**src/rtl/json.sv**
```systemverilog
`default_nettype none
// ---------------------------------------------------------------------------
// json : flat JSON object pair counter (cur_num / max_num); opt. JSON_STRICT_EN
// Revision: 1.0
// ---------------------------------------------------------------------------
module json (
  input  logic       clk,
  input  logic       reset,
  input  logic [7:0] char,
  output logic [7:0] cur_num,
  output logic [7:0] max_num
);

  typedef enum logic [1:0] {
    ST_OUT = 2'd0,
    ST_OBJ = 2'd1,
    ST_STR = 2'd2
  } state_e;

  localparam logic [7:0] C_LBRACE = 8'h7B;
  localparam logic [7:0] C_RBRACE = 8'h7D;
  localparam logic [7:0] C_QUOTE  = 8'h22;
  localparam logic [7:0] C_COLON  = 8'h3A;
  localparam logic [7:0] C_COMMA  = 8'h2C;
  localparam logic [7:0] C_SPACE  = 8'h20;
  localparam logic [7:0] C_TAB    = 8'h09;
  localparam logic [7:0] C_CR     = 8'h0D;
  localparam logic [7:0] C_LF     = 8'h0A;

  state_e     state_q, state_d;
  logic [7:0] cur_num_q, cur_num_d;
  logic [7:0] max_num_q, max_num_d;
  logic       invalid_q, invalid_d;

  always_comb begin
    state_d   = state_q;
    cur_num_d = cur_num_q;
    max_num_d = max_num_q;
    invalid_d = invalid_q;
    case (state_q)
      ST_OUT: begin
        if (char == C_LBRACE) begin
          cur_num_d = 8'd0;
          invalid_d = 1'b0;
          state_d   = ST_OBJ;
        end
      end
      ST_OBJ: begin
        case (char)
          C_QUOTE: state_d = ST_STR;
          C_COLON: begin
            if (cur_num_q != 8'hFF) cur_num_d = cur_num_q + 8'd1;
          end
          C_RBRACE: begin
            // cur_num is left alone so the final count stays visible
            if (!invalid_q && (cur_num_q > max_num_q)) max_num_d = cur_num_q;
            state_d = ST_OUT;
          end
          C_LBRACE: begin
            cur_num_d = 8'd0;
            invalid_d = 1'b0;
          end
          C_COMMA, C_SPACE, C_TAB, C_CR, C_LF: ;
          default: begin
`ifdef JSON_STRICT_EN
            invalid_d = 1'b1;
`else
            invalid_d = 1'b0;
`endif
          end
        endcase
      end
      ST_STR: begin
        if (char == C_QUOTE) state_d = ST_OBJ;
      end
      default: state_d = ST_OUT;
    endcase
  end

  always_ff @(posedge clk) begin
    if (reset) begin
      state_q   <= ST_OUT;
      cur_num_q <= 8'd0;
      max_num_q <= 8'd0;
      invalid_q <= 1'b0;
    end else begin
      state_q   <= state_d;
      cur_num_q <= cur_num_d;
      max_num_q <= max_num_d;
      invalid_q <= invalid_d;
    end
  end

  assign cur_num = cur_num_q;
  assign max_num = max_num_q;

endmodule
`default_nettype wire

```
**config.mk**
```make
export PLATFORM = sky130hd
export DESIGN_NAME = json
export DESIGN_NICKNAME = d
export VERILOG_FILES = /design/src/rtl/json.sv
export SDC_FILE = /design/constraint.sdc
export NUM_CORES = 1
export LEC_CHECK = 0
export CAP_MARGIN = 20
export CORE_MARGIN = 2
export CORE_UTILIZATION = 56
export CTS_BUF_LIST = sky130_fd_sc_hd__clkbuf_8
export DETAILED_ROUTE_END_ITERATION = 8
export GPL_ROUTABILITY_DRIVEN = 0
export PLACE_DENSITY = 0.87
export SLEW_MARGIN = 20
export SYNTH_ARGS = -nofsm -noshare
export SYNTH_HDL_FRONTEND = slang
export SYNTH_SLANG_ARGS = --single-unit
```
**constraint.sdc**
```tcl
create_clock -name clk -period 3 [get_ports clk]
set_input_delay 0.45 -clock clk [delete_from_list [all_inputs] [get_ports clk]]
set_output_delay 0.45 -clock clk [all_outputs]
set_load 0.005 [all_outputs]
```
# After elaboration in Yosys (flattened, before gate mapping)
# Cells that the tools add are included.
# totals
elab_cells	44
output_inout_bits	16
reg_bits	19
# op_classes
order_cmp	1
n_reduce_logical	9
n_mux	11
n_addsub	1
n_eq_ne	18
# op_table
op	n
8-bit by 6-bit equality test with 1-bit output (second input constant)	4
8-bit case mux with 2 select lines	2
8-bit by 4-bit equality test with 1-bit output (second input constant)	3
8-bit by 7-bit equality test with 1-bit output (second input constant)	2
8-bit two-way mux	2
3-bit AND reduction	3
8-bit by 1-bit adder with 8-bit output (second input constant)	1
8-bit > comparator	1
8-bit != test (second input constant)	1
8-bit OR reduction	1
2-bit != test (second input constant)	3
3-bit != test (second input constant)	2
2-bit case mux with 3 select lines	1
2-bit two-way mux	2
2-bit case mux with 2 select lines	1
4-bit AND reduction	1
3-bit by 2-bit != test with 1-bit output (second input constant)	1
2-bit by 1-bit equality test with 1-bit output (second input constant)	1
2-bit equality test (second input constant)	1
2-bit zero test	1
1-bit two-way mux	2
1-bit case mux with 2 select lines	1
2-bit nonzero test	1
1-bit logical AND	1
1-bit zero test	1

# Logic depth before layout (Yosys ltp)
# Gate-level depths: netlist of the first run.
# logic_depth
ltp_word	4
depth_mapped	7
ltp_nobuf	7

# Worst setup path after synthesis of the first run
# OpenSTA, ideal clock, no wires.
# synth_path
kind	in2reg
startpoint	in char[7]
endpoint	reg max_num_q[2] (netlist: max_num[2])
t_required_ns	2.879
slack_ns	0.892
t_arrival_ns	1.986
setup_time_ns	0.121
path_buffers	0
stages	5
cell_sequence	nand4b_4 or4_4 or3_4 a21o_4 mux2_4
# synth_between
elab_chain_cells	2
# synth_lines
item	line_no	text
start, declared	9	input logic [7:0] char,
8-bit by 7-bit equality test with 1-bit output	49	case (char)
3-bit AND reduction (no source line)	--	
end signal, assigned	89	max_num_q <= max_num_d;
end, declared	32	logic [7:0] max_num_q, max_num_d;
# No other way between the ends.
# A chain may end at the register's enable or synchronous reset.

# Final worst setup path of the first run
# layout_path
startpoint	in char[3]
endpoint	reg max_num_q[5] (netlist: max_num[5])
# Same word-level chain as after synthesis.

==> impl_metrics.toml, run 1 <==
[run_status]
outcome = "finished, final reports clean"

[power_and_ir_drop]
p_comb_share_pct = 6.0
pwr-share-seq_pct = 54.7
p_per_area_nw_per_um2 = 290
pwr-share-clk_pct = 39.3
ir_worst_vdd_uv = 259
power_w = 0.000437
p_leak_nw = 0.597
swShare_pct = 21.5
switching_power_w = 0.0000938
intPower_w = 0.000343

[setup_path]
reg2reg_slack_ns = 1.04
required_ns = 3.15
crit_path_start_kind = "input pin"
r2r_start = "cur_num[0]"
crit_start = "char[3]"
cp-end-kind = "flop"
rr_endpoint = "max_num[5]"
arrival_ns = 2.53
worstSetupPathType = "in2reg"
rr_worst_depth = 7
cp_max_fo = 5
critical_path.endpoint = "max_num[5]"

[sta]
finClkSkew_ns = 0.00141
slew_viol_final = 0
max_freq_mhz = 419
slew_headroom_pct = 51.9
post-route-period-util_pct = 79.5
setup_slack_ns = 0.616
worstMarginPinSlew_ns = 0.719
rsz0062_at_grt = "no"
tns_ns = 0
hold_viol_final = 0
finalSetupViolCount = 0
post-route-min-period_ns = 2.38

[layout]
multiInputGateArea_um2 = 762
synthToLayoutAreaGrowth_pct = 28.3
seqCellArea_um2 = 360
n_fill_cell = 144
drive_above_1_share_pct = 9.04
diodes = 0
layoutNonFillerInstCount = 193
layout.nets = 187

[drt]
num_vias = 1118
first_pass_iters = 4
wl_per_cell_um = 14.2
via_per_inst = 5.79
routed_wl_um = 2730
drc = 0
ant_nets = 0
drt_iter0_drc = 37

[die]
dieArea_um2 = 2480
core_area_um2 = 1960
fp.dieH_um = 49.8
rows = 16
ios = 26
initial_core_util_pct = 59.9
fp.dieW_um = 49.8

[logic_synthesis]
syn_area_per_cell_um2 = 8.51
syn_inst = 138
yosys.area.top_type = "dfxtp_1"
synth_nets = 157
ys_seq_elements = 18
synth.area.top_cells = "dfxtp_1 31%, ha_1 9.6%, nand2b_1 6.4%"
ys_seq_area_share_pct = 30.7
ys_warn_count = 0
ys_types = 35
synthesis.area_um2 = 1170
yosysTopAreaCellShare_pct = 30.7

[cts]
root_buffer = "clkbuf_8"
clk_path_buf_depth = 2
htree_levels = 1
cts_resized = 0
cts-hold-fix-buffers = 0
clock_latency_ns = 0.25
cts_tree = "yes"
cts_post_setup_buffers_inserted = 0
cts_buffers = 3
cts.clk_slew.worst_paths_ns = 0.07
clkSinkCount = 18

[placement]
preCtsSetupSlack_ns = 0.339
hpwl_um = 2120
placedCellCount = 190
port_buffers = 25

[global_route]
antenna_found_initial = 0
grt_usage_pct = 24.1
gr-total-overflow = 0
grt_pass1_vias = 1071
grt_max_degree = 23
grt_pass1_wl_um = 4520

[min_path]
hold_path_class = "reg2reg"

[job]
maxCapViolCount = 0
-- sequential cells by signal (all words and copies together), names as in the netlist --
signal	count
cur_num	8
state_q	2
max_num	8
-- power by group through the flow --
| stage | registers, W | logic [W] | clock network [W] |
|---|---|---|---|
| after floorplan | 0.000244 | 0.00000974 | 0 |
| after global placement | 0.000244 | 0.0000257 | 0 |
| after detailed placement | 0.000244 | 0.0000265 | 0 |
| after CTS | 0.000239 | 0.0000265 | 0.000174 |
| after global routing | 0.000239 | 0.0000283 | 0.000181 |
| final | 0.000239 | 0.0000264 | 0.000172 |
-- how the worst min path moves through the flow --
stage | cells past startpoint | start | endpoint
detailed placement | 2 | max_num[6] | max_num[6]
floorplan | 2 | max_num[6] | max_num[6]
finish | 2 | max_num[6] | max_num[6]
global placement | 2 | max_num[7] | max_num[7]
global route | 2 | max_num[6] | max_num[6]
CTS | 2 | max_num[6] | max_num[6]
-- synth_stat cells --
| cell type | number |
|---|---|
| nor2_1 | 14 |
| a211oi_1 | 1 |
| or3_1 | 2 |
| a2111oi_0 | 1 |
| o31ai_1 | 3 |
| or4_4 | 1 |
| clkbuf_1 | 2 |
| nor4_1 | 1 |
| nand3_1 | 5 |
| o311ai_1 | 1 |
| nand4b_4 | 1 |
| or3_4 | 1 |
| or4b_1 | 1 |
| a21oi_1 | 4 |
| nand2_1 | 7 |
| mux2_4 | 4 |
| nor2b_1 | 6 |
| a211o_1 | 1 |
| nor4b_1 | 1 |
| o21bai_1 | 1 |
| nand2b_1 | 12 |
| o21ai_1 | 8 |
| o22a_1 | 1 |
| and3_1 | 4 |
| dfxtp_1 | 18 |
| a31oi_1 | 3 |
| a21o_1 | 1 |
| a21o_4 | 1 |
| or2_1 | 1 |
| inv_1 | 12 |
| nand4_1 | 1 |
| nor3_1 | 2 |
| mux2i_1 | 5 |
| a21oi_2 | 2 |
| ha_1 | 9 |
-- layer usage --
layer	vias up	share of wire (%)	GRT usage [%]
met5	-	0	0
met4	0	1.6	10.6
met3	5	4.4	3.64
met2	41	50	42.7
met1	519	44	28.4
li1	553	-	-
-- cells in the final DEF (no fill, tap or decap) --
| master | netlist | routed |
|---|---|---|
| a2111oi_0 | 1 | 1 |
| dfxtp_1 | 18 | 18 |
| nor3_1 | 2 | 2 |
| nor2_1 | 14 | 14 |
| mux2i_1 | 5 | 5 |
| nor4b_1 | 1 | 1 |
| or3_1 | 2 | 2 |
| nand4_1 | 1 | 1 |
| o22a_1 | 1 | 1 |
| inv_1 | 12 | 12 |
| a21o_1 | 1 | 1 |
| clkdlybuf4s50_1 | 0 | 25 |
| buf_4 | 0 | 2 |
| nor4_1 | 1 | 1 |
| o311ai_1 | 1 | 1 |
| a21o_4 | 1 | 1 |
| ha_1 | 9 | 9 |
| nand3_1 | 5 | 5 |
| or3_4 | 1 | 1 |
| or2_1 | 1 | 1 |
| a211oi_1 | 1 | 1 |
| nor2b_1 | 6 | 6 |
| or4b_1 | 1 | 1 |
| nand4b_4 | 1 | 1 |
| o21ai_1 | 8 | 8 |
| a31oi_1 | 3 | 3 |
| nand2b_1 | 12 | 12 |
| or4_4 | 1 | 1 |
| and3_1 | 4 | 4 |
| mux2_4 | 4 | 4 |
| a211o_1 | 1 | 1 |
| clkbuf_8 | 0 | 3 |
| a21oi_1 | 4 | 4 |
| o21bai_1 | 1 | 1 |
| o31ai_1 | 3 | 3 |
| nand2_1 | 7 | 7 |
| a21oi_2 | 2 | 2 |
-- critical path: stages --
cell             delay [ns]
clkdlybuf4s50_1        0.53
nand4b_4               0.13
or4_4                  0.50
or3_4                  0.39
a21o_4                 0.23
mux2_4                 0.30
-- area by class of cell --
type	instances	share of cell area, %
Sequential cell	18	23.9
Inverter	12	2.99
Clock buffer	3	2.74
Timing Repair Buffer	27	17.6
Tap cell	27	2.24
Multi-Input combinational cell	106	50.5
-- kinds of logic (layout without fill, tap and decap cells) --
logic type	Yosys count	count (layout)	share of synthesized area, %
flops	18	18	30.7
buf+inv	14	42	4.47
mux	9	9	9.37
fa+ha+maj	9	9	9.58
simple gates	60	60	29.6
compound gates	28	28	16.3
-- through the flow --
step	area (um2)	util [%]	hold slack, ns
after floorplan	1170	-	0.478
final	1510	76.8	0.488
after CTS	1510	76.8	0.493
after detailed placement	1470	74.7	0.484
after global placement	1470	74.7	0.473
after global routing	1510	76.8	0.532
(Power assumes the default switching activity.)
==> run 2, diff against run 1 <==
Settings changed: CORE_UTILIZATION 56 to 52, PLACE_DENSITY 0.87 to 0.82.
Clock period 3 ns to 2.3 ns, I/O delays scaled along.
==> run 2 against run 1 <==
Against the previous run:
- core utilization down 3.5 points
- hold slack better by 0.0087 ns
- critical path depth unchanged
- die area up 7.0%
- sequential share of layout area down 1.3 points
- power up 30%
- highest routed layer unchanged
==> impl_metrics.toml, run 2 (synthesis gave the netlist of run 1 again) <==
[cts]
root_buffer = "clkbuf_8"
clock_latency_ns = 0.25
cts_tree = "yes"
cts_buffers = 3
clkSinkCount = 18
cts.clk_slew.worst_paths_ns = 0.06
clk_path_buf_depth = 2
htree_levels = 1

[layout]
final_cell_mix = "22 x clkdlybuf4s50_1, 18 x dfxtp_1, 14 x nor2_1"
diodes = 0
drive_above_1_share_pct = 13.7
design_area_um2 = 1590
layout.nets = 196
synthToLayoutAreaGrowth_pct = 35.5
mostFrequentLayoutCell = "clkdlybuf4s50_1"
final_util_pct = 73.4

[placement]
placed_cell_area_um2 = 1540
hpwl_um = 2200
preCtsSetupSlack_ns = -0.242
port_buffers = 25

[drt]
ant_nets = 0
drc = 0
routed_wl_um = 2690
drt_iter0_drc = 22
via_per_inst = 5.59
first_pass_iters = 4
wl_per_cell_um = 13.3
num_vias = 1134

[power_and_ir_drop]
p_leak_nw = 0.667
switching_power_w = 0.000115
p_per_area_nw_per_um2 = 356
intPower_w = 0.000452
p_comb_share_pct = 7.2
ir_worst_vdd_uv = 257
pwr-share-seq_pct = 55.0
pwr-share-clk_pct = 37.8
swShare_pct = 20.3

[sta]
setup_slack_ns = 0.0825
post-route-min-period_ns = 2.22
finalSetupViolCount = 0
slew_headroom_pct = 71.2
post-route-period-util_pct = 96.4
rsz0062_at_grt = "no"
hold_viol_final = 0
max_freq_mhz = 451
finClkSkew_ns = 0.00330
slew_viol_final = 0
worstMarginPinSlew_ns = 0.430

[die]
fp.dieW_um = 51.5
core_area_um2 = 2170
fp.dieH_um = 51.5
ios = 26
dieArea_um2 = 2660
initial_core_util_pct = 54.2
rows = 17

[setup_path]
required_ns = 2.44
worstSetupPathType = "in2reg"
arrival_ns = 2.36
cp_max_fo = 5
cp-end-kind = "flop"
crit_path_start_kind = "input pin"

[global_route]
grt_max_degree = 13
gr-total-overflow = 0
grt_pass1_wl_um = 4640
grtUsageMet2_pct = 40.8
grt_util_met1_pct = 28.4
grt_usage_pct = 22.9
grt_pass1_vias = 1106
use_met3_pct = 2.01
busiest_layer = "met2"
antenna_found_initial = 0

[job]
maxCapViolCount = 0

[run_status]
outcome = "finished, final reports clean"

[min_path]
hold_path_class = "reg2reg"
[run 2: metal layers]
layer  vias to the layer above  routed length, um
li1                        565                  -
met1                       528               1200
met2                        37               1340
met3                         4                120
met4                         0                 31
met5                         -                  0
[run 2: repair_timing]
action | CTS | global route
setup buffers | 0 | 0
setup endpoints to repair | 0 | 5
endpoints found under the hold margin | 0 | 0
resized for setup | 0 | 4
hold buffers | 0 | 0
[run 2: path summary, 6_finish.rpt]
kind | slack [ns] | startpoint | end | cells after the start
hold reg to reg | 0.50 | max_num[7] | max_num[7] | 2
setup / recovery | 0.08 | char[7] | max_num[5] | 6
hold / removal | 0.50 | max_num[7] | max_num[7] | 2
setup reg to reg | 0.33 | cur_num[0] | max_num[5] | 7
[run 2: per-stage QoR]
step / std cells / setup TNS, ns / hold slack, ns / total power (W)
6_report: 203 / 0 / 0.497 / 0.000567
5_1_grt: 203 / 0 / 0.540 / 0.000585
4_1_cts: 203 / 0 / 0.500 / 0.000574
3_5_place_dp: 200 / -1.80 / 0.490 / 0.000360
3_3_place_gp: 200 / -1.37 / 0.479 / 0.000359
2_1_floorplan: 138 / 0 / 0.478 / 0.000332
[run 2: cell type report]
| class | count | area, um2 |
|---|---|---|
| flip-flops and latches | 18 | 360 |
| well taps | 28 | 35.0 |
| inverters | 12 | 45.0 |
| clock buffers | 3 | 41.3 |
| repair buffers | 36 | 340 |
| multi-input cells | 106 | 769 |
| fillers | 182 | 578 |
[run 2: critical path: stages]
cell and delay [ns]:
clkdlybuf4s50_1 0.43, nand4b_4 0.18, or4_4 0.49, or3_4 0.39, a21o_4 0.22, mux2_4 0.30
[run 2: power by group through the flow]
| stage | clock network, W | logic, W | registers (W) |
|---|---|---|---|
| 2_1_floorplan | 0 | 0.0000127 | 0.000319 |
| 6_report | 0.000215 | 0.0000408 | 0.000312 |
| 4_1_cts | 0.000220 | 0.0000417 | 0.000312 |
| 3_5_place_dp | 0 | 0.0000416 | 0.000319 |
| 3_3_place_gp | 0 | 0.0000403 | 0.000319 |
| 5_1_grt | 0.000229 | 0.0000444 | 0.000312 |
